==> config.mk <==
export PLATFORM = sky130hd
export DESIGN_NAME = uart_tx_sched
export DESIGN_NICKNAME = d
export VERILOG_FILES = /design/src/rtl/uart_tx_sched_pkg.sv /design/src/rtl/uart_tx_sched.sv
export SDC_FILE = /design/constraint.sdc
export NUM_CORES = 1
export LEC_CHECK = 0
export ABC_CLOCK_PERIOD_IN_PS = 3300
export CAP_MARGIN = 20
export CORE_MARGIN = 1
export CORE_UTILIZATION = 54
export CTS_BUF_LIST = sky130_fd_sc_hd__clkbuf_2 sky130_fd_sc_hd__clkbuf_4 sky130_fd_sc_hd__clkbuf_8
export DETAILED_ROUTE_END_ITERATION = 8
export PLACE_DENSITY = 0.87
export REMOVE_ABC_BUFFERS = 1
export SYNTH_ARGS = -nofsm -noshare
export SYNTH_HDL_FRONTEND = slang
export SYNTH_SLANG_ARGS = --single-unit
==> constraint.sdc <==
create_clock -name clk_i -period 3.3 [get_ports clk_i]
set_input_delay 0.99 -clock clk_i [delete_from_list [all_inputs] [get_ports clk_i]]
set_output_delay 0.99 -clock clk_i [all_outputs]
set_load 0.005 [all_outputs]
==> src/rtl/uart_tx_sched_pkg.sv <==
// Shared definitions for the UART transmit scheduler: state encoding, ACK timeout,
// status-counter width and the reload value of the shared down-counter.
package uart_tx_sched_pkg;

  typedef enum logic [2:0] {
    StIdle,
    StStart,
    StAck,
    StShift,
    StGap,
    StFlush
  } state_e;

  localparam int unsigned AckTimeout     = 4;
  localparam int unsigned SentCountWidth = 16;
  localparam int unsigned CntWidth       = 8;

  // A gap of 0 never enters the gap state, so its reload value is irrelevant.
  function automatic logic [CntWidth-1:0] gap_load(input int unsigned gap);
    return (gap > 0) ? CntWidth'(gap - 1) : '0;
  endfunction

endpackage

==> src/rtl/uart_tx_sched.sv <==
// UART transmit scheduler: pops one character from a show-ahead FIFO, launches the
// transmitter, waits for it to finish, then inserts an optional idle gap.
module uart_tx_sched
  import uart_tx_sched_pkg::*;
#(
  parameter int unsigned Width = 8,
  parameter int unsigned Gap   = 0
) (
  input  logic                      clk_i,
  input  logic                      rst_ni,
  input  logic                      enable_i,
  input  logic                      cts_i,
  input  logic                      flush_i,
  input  logic                      fifo_empty_i,
  input  logic [Width-1:0]          fifo_odata_i,
  output logic                      fifo_rd_en_o,
  output logic [Width-1:0]          tx_data_o,
  output logic                      tx_start_o,
  input  logic                      tx_busy_i,
  output logic                      active_o,
  output logic [SentCountWidth-1:0] sent_count_o
);

  localparam logic [CntWidth-1:0] GapLoad = gap_load(Gap);
  localparam logic [CntWidth-1:0] AckLoad = CntWidth'(AckTimeout - 1);

  state_e                    state_q;
  logic [CntWidth-1:0]       cnt_q;
  logic [Width-1:0]          tx_data_q;
  logic [SentCountWidth-1:0] sent_count_q;
  logic                      launch;

  always_comb begin
    launch = (state_q == StIdle) && !flush_i && enable_i && cts_i && !fifo_empty_i;
    // Gated by reset so the strobe is quiet while the block is held in reset.
    fifo_rd_en_o = rst_ni && (launch || ((state_q == StFlush) && !fifo_empty_i));
    tx_start_o   = (state_q == StStart);
    active_o     = (state_q != StIdle);
    tx_data_o    = tx_data_q;
    sent_count_o = sent_count_q;
  end

  // cnt_q serves as the ACK timeout in StAck and the idle-gap timer in StGap.
  always_ff @(posedge clk_i or negedge rst_ni) begin
    if (!rst_ni) begin
      state_q      <= StIdle;
      cnt_q        <= '0;
      tx_data_q    <= '0;
      sent_count_q <= '0;
    end else begin
      unique case (state_q)
        StIdle: begin
          if (flush_i) begin
            state_q <= StFlush;
          end else if (launch) begin
            tx_data_q <= fifo_odata_i;
            state_q   <= StStart;
          end
        end
        StStart: begin
          sent_count_q <= sent_count_q + SentCountWidth'(1);
          cnt_q        <= AckLoad;
          state_q      <= StAck;
        end
        StAck: begin
          if (tx_busy_i || (cnt_q == '0)) begin
            state_q <= StShift;
          end else begin
            cnt_q <= cnt_q - CntWidth'(1);
          end
        end
        StShift: begin
          if (!tx_busy_i) begin
            if (Gap > 0) begin
              cnt_q   <= GapLoad;
              state_q <= StGap;
            end else begin
              state_q <= StIdle;
            end
          end
        end
        StGap: begin
          if (cnt_q == '0) begin
            state_q <= StIdle;
          end else begin
            cnt_q <= cnt_q - CntWidth'(1);
          end
        end
        StFlush: begin
          if (fifo_empty_i) begin
            state_q <= StIdle;
          end
        end
        default: state_q <= StIdle;
      endcase
    end
  end

endmodule
==> results.md <==
- Hold depth: 1
- Gr usage total: 0.246
- Sequential area share after synthesis: 0.530
- I/O pin cnt: 42
- DR top layer: met4
- Fillcell total: between 150 and 200
- MaxCap Viol Count: 0
- Initial Utilization: 0.584
- Worst R2R End: tx_data_o[2]
- Cts hold-fix bufs: 0
- Final Max Slew Viols: 0
- Mapped cell area: 0.00165 sq mm
- Minimum clock period after layout: 3.18 ns
- Initial antenna violation count: 0
- EDFF count, synth: 0
- CP Class: input pin to output pin
- H-tree lvl count: 2
- Ys Warns: 0
- Final Hold Fails: 0
- Vias in the first global route: 1356
- Post-Route WL: 3560 um
- CTS Buf Count: 5
- Dpl cell area: 0.00210 sq mm
- RSZ-0062 raised after global routing: no
- Worst hold slack: approximately 0.5 ns
- Depth of the most critical reg-to-reg path: 4
- Pre-CTS setup slack: -0.283 ns
- Worst-Skew Late Latency: 0.35 ns
- Buffers and inverters on the worst path: 2
- Largest net degree at the start of global routing: 36
- First-pass GRT wire length: 6130 um
- Commonest non-fill, non-tap cell in the layout: clkdlybuf4s50_1
- Slew @ Worst Pin: 0.574 ns
- 1st-pass router iterations: 6
- Largest stage delay, worst path: 0.42 ns
- Total die area: 0.00328 sq mm
- Crit-path max FO: 2
- Async set-or-reset flop fraction in the synthesized netlist: 1.00
- Failing checks: DRC
- Die height: 57.3 um
- Finished Layout Cells: 230
- Routed WL per cell: 15.5 um
- R2r startpoint: state_q[2]
- Most frequent cells in the layout: clkdlybuf4s50_1 (40), dfrtp_1 (35), nand2_1 (19)
- Met2 routed WL: 1800 um
- P_leak: 0.973 nW
- Layout area overhead: 31.6%
- Avg Cell Area, Syn: 11.1 sq um
- Yosys reg bits: 35
- Critical path, cell by cell: clkdlybuf4s50_1, nand3b_1, or3_4, a21boi_2, clkbuf_2
- Antenna viol nets, final: 0
- Critical Path Sink Type: output pin
- Placed cell count: 221
- Grt ovf: 0
- Placer congestion estimate: 0.776
- Final setup fails: 0
- Slack of the critical path: 0.123 ns
- HP Start: sent_count_o[15]
- Total chip power: roughly 0.0016 W
- CTS tree: built
- CTS sink cnt: 35
- Vias: approximately 1300
- Worst hold path class: flip-flop to flip-flop
- Crit start category: input pin
- Hold EP: sent_count_o[15]
- Crit path depth: 5
- Worst endpoint required time: 2.31 ns
- Status: finished, violations left
- WL met1: approximately 1500 um
- Worst Skew: 0.0128 ns
- Top_reg_cell synth: dfrtp_1
- CP arrival: 2.19 ns
- Layout cell share with drive strength beyond 1: 0.111
- Tcrit/Tclk final: 0.963
- Slowest cell on the critical path: clkdlybuf4s50_1
- Distinct cells, synth: 37
- Core area: 0.00283 sq mm
- CTS Buffer Depth: 2
- Max Freq: 315 MHz
- Starting DRT DRC Count: 39
- IO Port Bufs: 41
- CTS root buf: clkbuf_4
- Pwr dens: 736 mW/mm^2
- Placed wire-length estimate: 2660 um
- Post-route cell area: 0.00217 sq mm
- R2R Setup Slk: about 1.4 ns
- Met3 WL: roughly 210 um
- Antenna cell count: 0
- Max-slew headroom: 0.614
- Vias/cell: 5.71
- Synth Instances: about 150
- # nets final: 216
- VDD IR-drop max: 0.488 mV
- DIE WIDTH: 57.3 um
- CP delay by family, top: buffers and inverters
- Drt drc: 1
- Std cell rows: 19
- Clk slew on worst S/H paths: 0.11 ns
sequential cells by signal, indices dropped and copies added, names as in the netlist:
| register | flops |
|---|---|
| tx_data_o | 8 |
| state_q | 3 |
| sent_count_o | 16 |
| cnt_q | 8 |
cell families (layout without fill, tap and decap cells):
logic type	after synthesis	in the layout	synth area share
fa+ha+maj	3	3	0.0227
xor+xnor	15	15	0.0795
buf+inv	9	59	0.0295
flops	35	35	0.530
mux	13	13	0.0849
simple gates	60	60	0.193
compound gates	14	14	0.0599
area by class of cell:
cell class | count | area (sq um) | share of cell area
Tap cell | 31 | 38.8 | 0.0178
Multi-Input combinational cell | 105 | 736 | 0.339
Sequential cell | 35 | 876 | 0.403
Timing Repair Buffer | 47 | 450 | 0.207
Clock buffer | 6 | 45.0 | 0.0207
Clock inverter | 2 | 12.5 | 0.00576
Inverter | 4 | 15.0 | 0.00691
per-layer routing:
| layer | GRT usage | vias to the layer above |
|---|---|---|
| met5 | 0 | - |
| met4 | 0.0418 | 0 |
| met3 | 0.0930 | 4 |
| met2 | 0.422 | 38 |
| met1 | 0.301 | 655 |
| li1 | - | 617 |
cells in the mapped netlist (3+ instances only):
library cell  instances  share of area
dfrtp_1              35           0.53
nand2_1              19          0.043
xnor2_1              11          0.058
mux2_1                8          0.055
nand3_1               7          0.021
nor2_1                7          0.016
nor3_1                6          0.018
a21oi_1               5          0.015
mux2i_1               5          0.030
nand4_1               4          0.015
xor2_1                4          0.021
buf_2                 3         0.0091
ha_1                  3          0.023
inv_1                 3         0.0068
repair_timing:
action,in CTS,in global routing
setup endpoints to repair,1,1
gates resized for setup,3,2
setup buffers,1,0
where the power goes:
part           internal (W)  switching, W  leakage (nW)
clock network     0.0000904      0.000147        0.0317
registers          0.000571      0.000159         0.459
logic              0.000355      0.000278         0.483
worst max path at each step:
stage                      start            to  slack (ns)
detailed placement  fifo_empty_i  fifo_rd_en_o       -0.28
finish              fifo_empty_i  fifo_rd_en_o        0.12
CTS                 fifo_empty_i  fifo_rd_en_o        0.02
floorplan           fifo_empty_i  fifo_rd_en_o        0.53
global route        fifo_empty_i  fifo_rd_en_o        0.03
global placement    fifo_empty_i  fifo_rd_en_o       -0.23
per-stage QoR:
| stage | TNS [ns] | util |
|---|---|---|
| after floorplan | 0 | - |
| after CTS | 0 | 0.769 |
| after global routing | 0 | 0.768 |
| after detailed placement | -0.283 | 0.744 |
| after global placement | -0.234 | 0.744 |
| final | 0 | 0.768 |
worst reg2reg max path: stages, from the launching register on:
cell	delay [ns]
dfrtp_1	0.50
or3_1	0.43
or3_4	0.39
buf_4	0.18
mux2_1	0.32
Power figures use the tool's default switching activity.
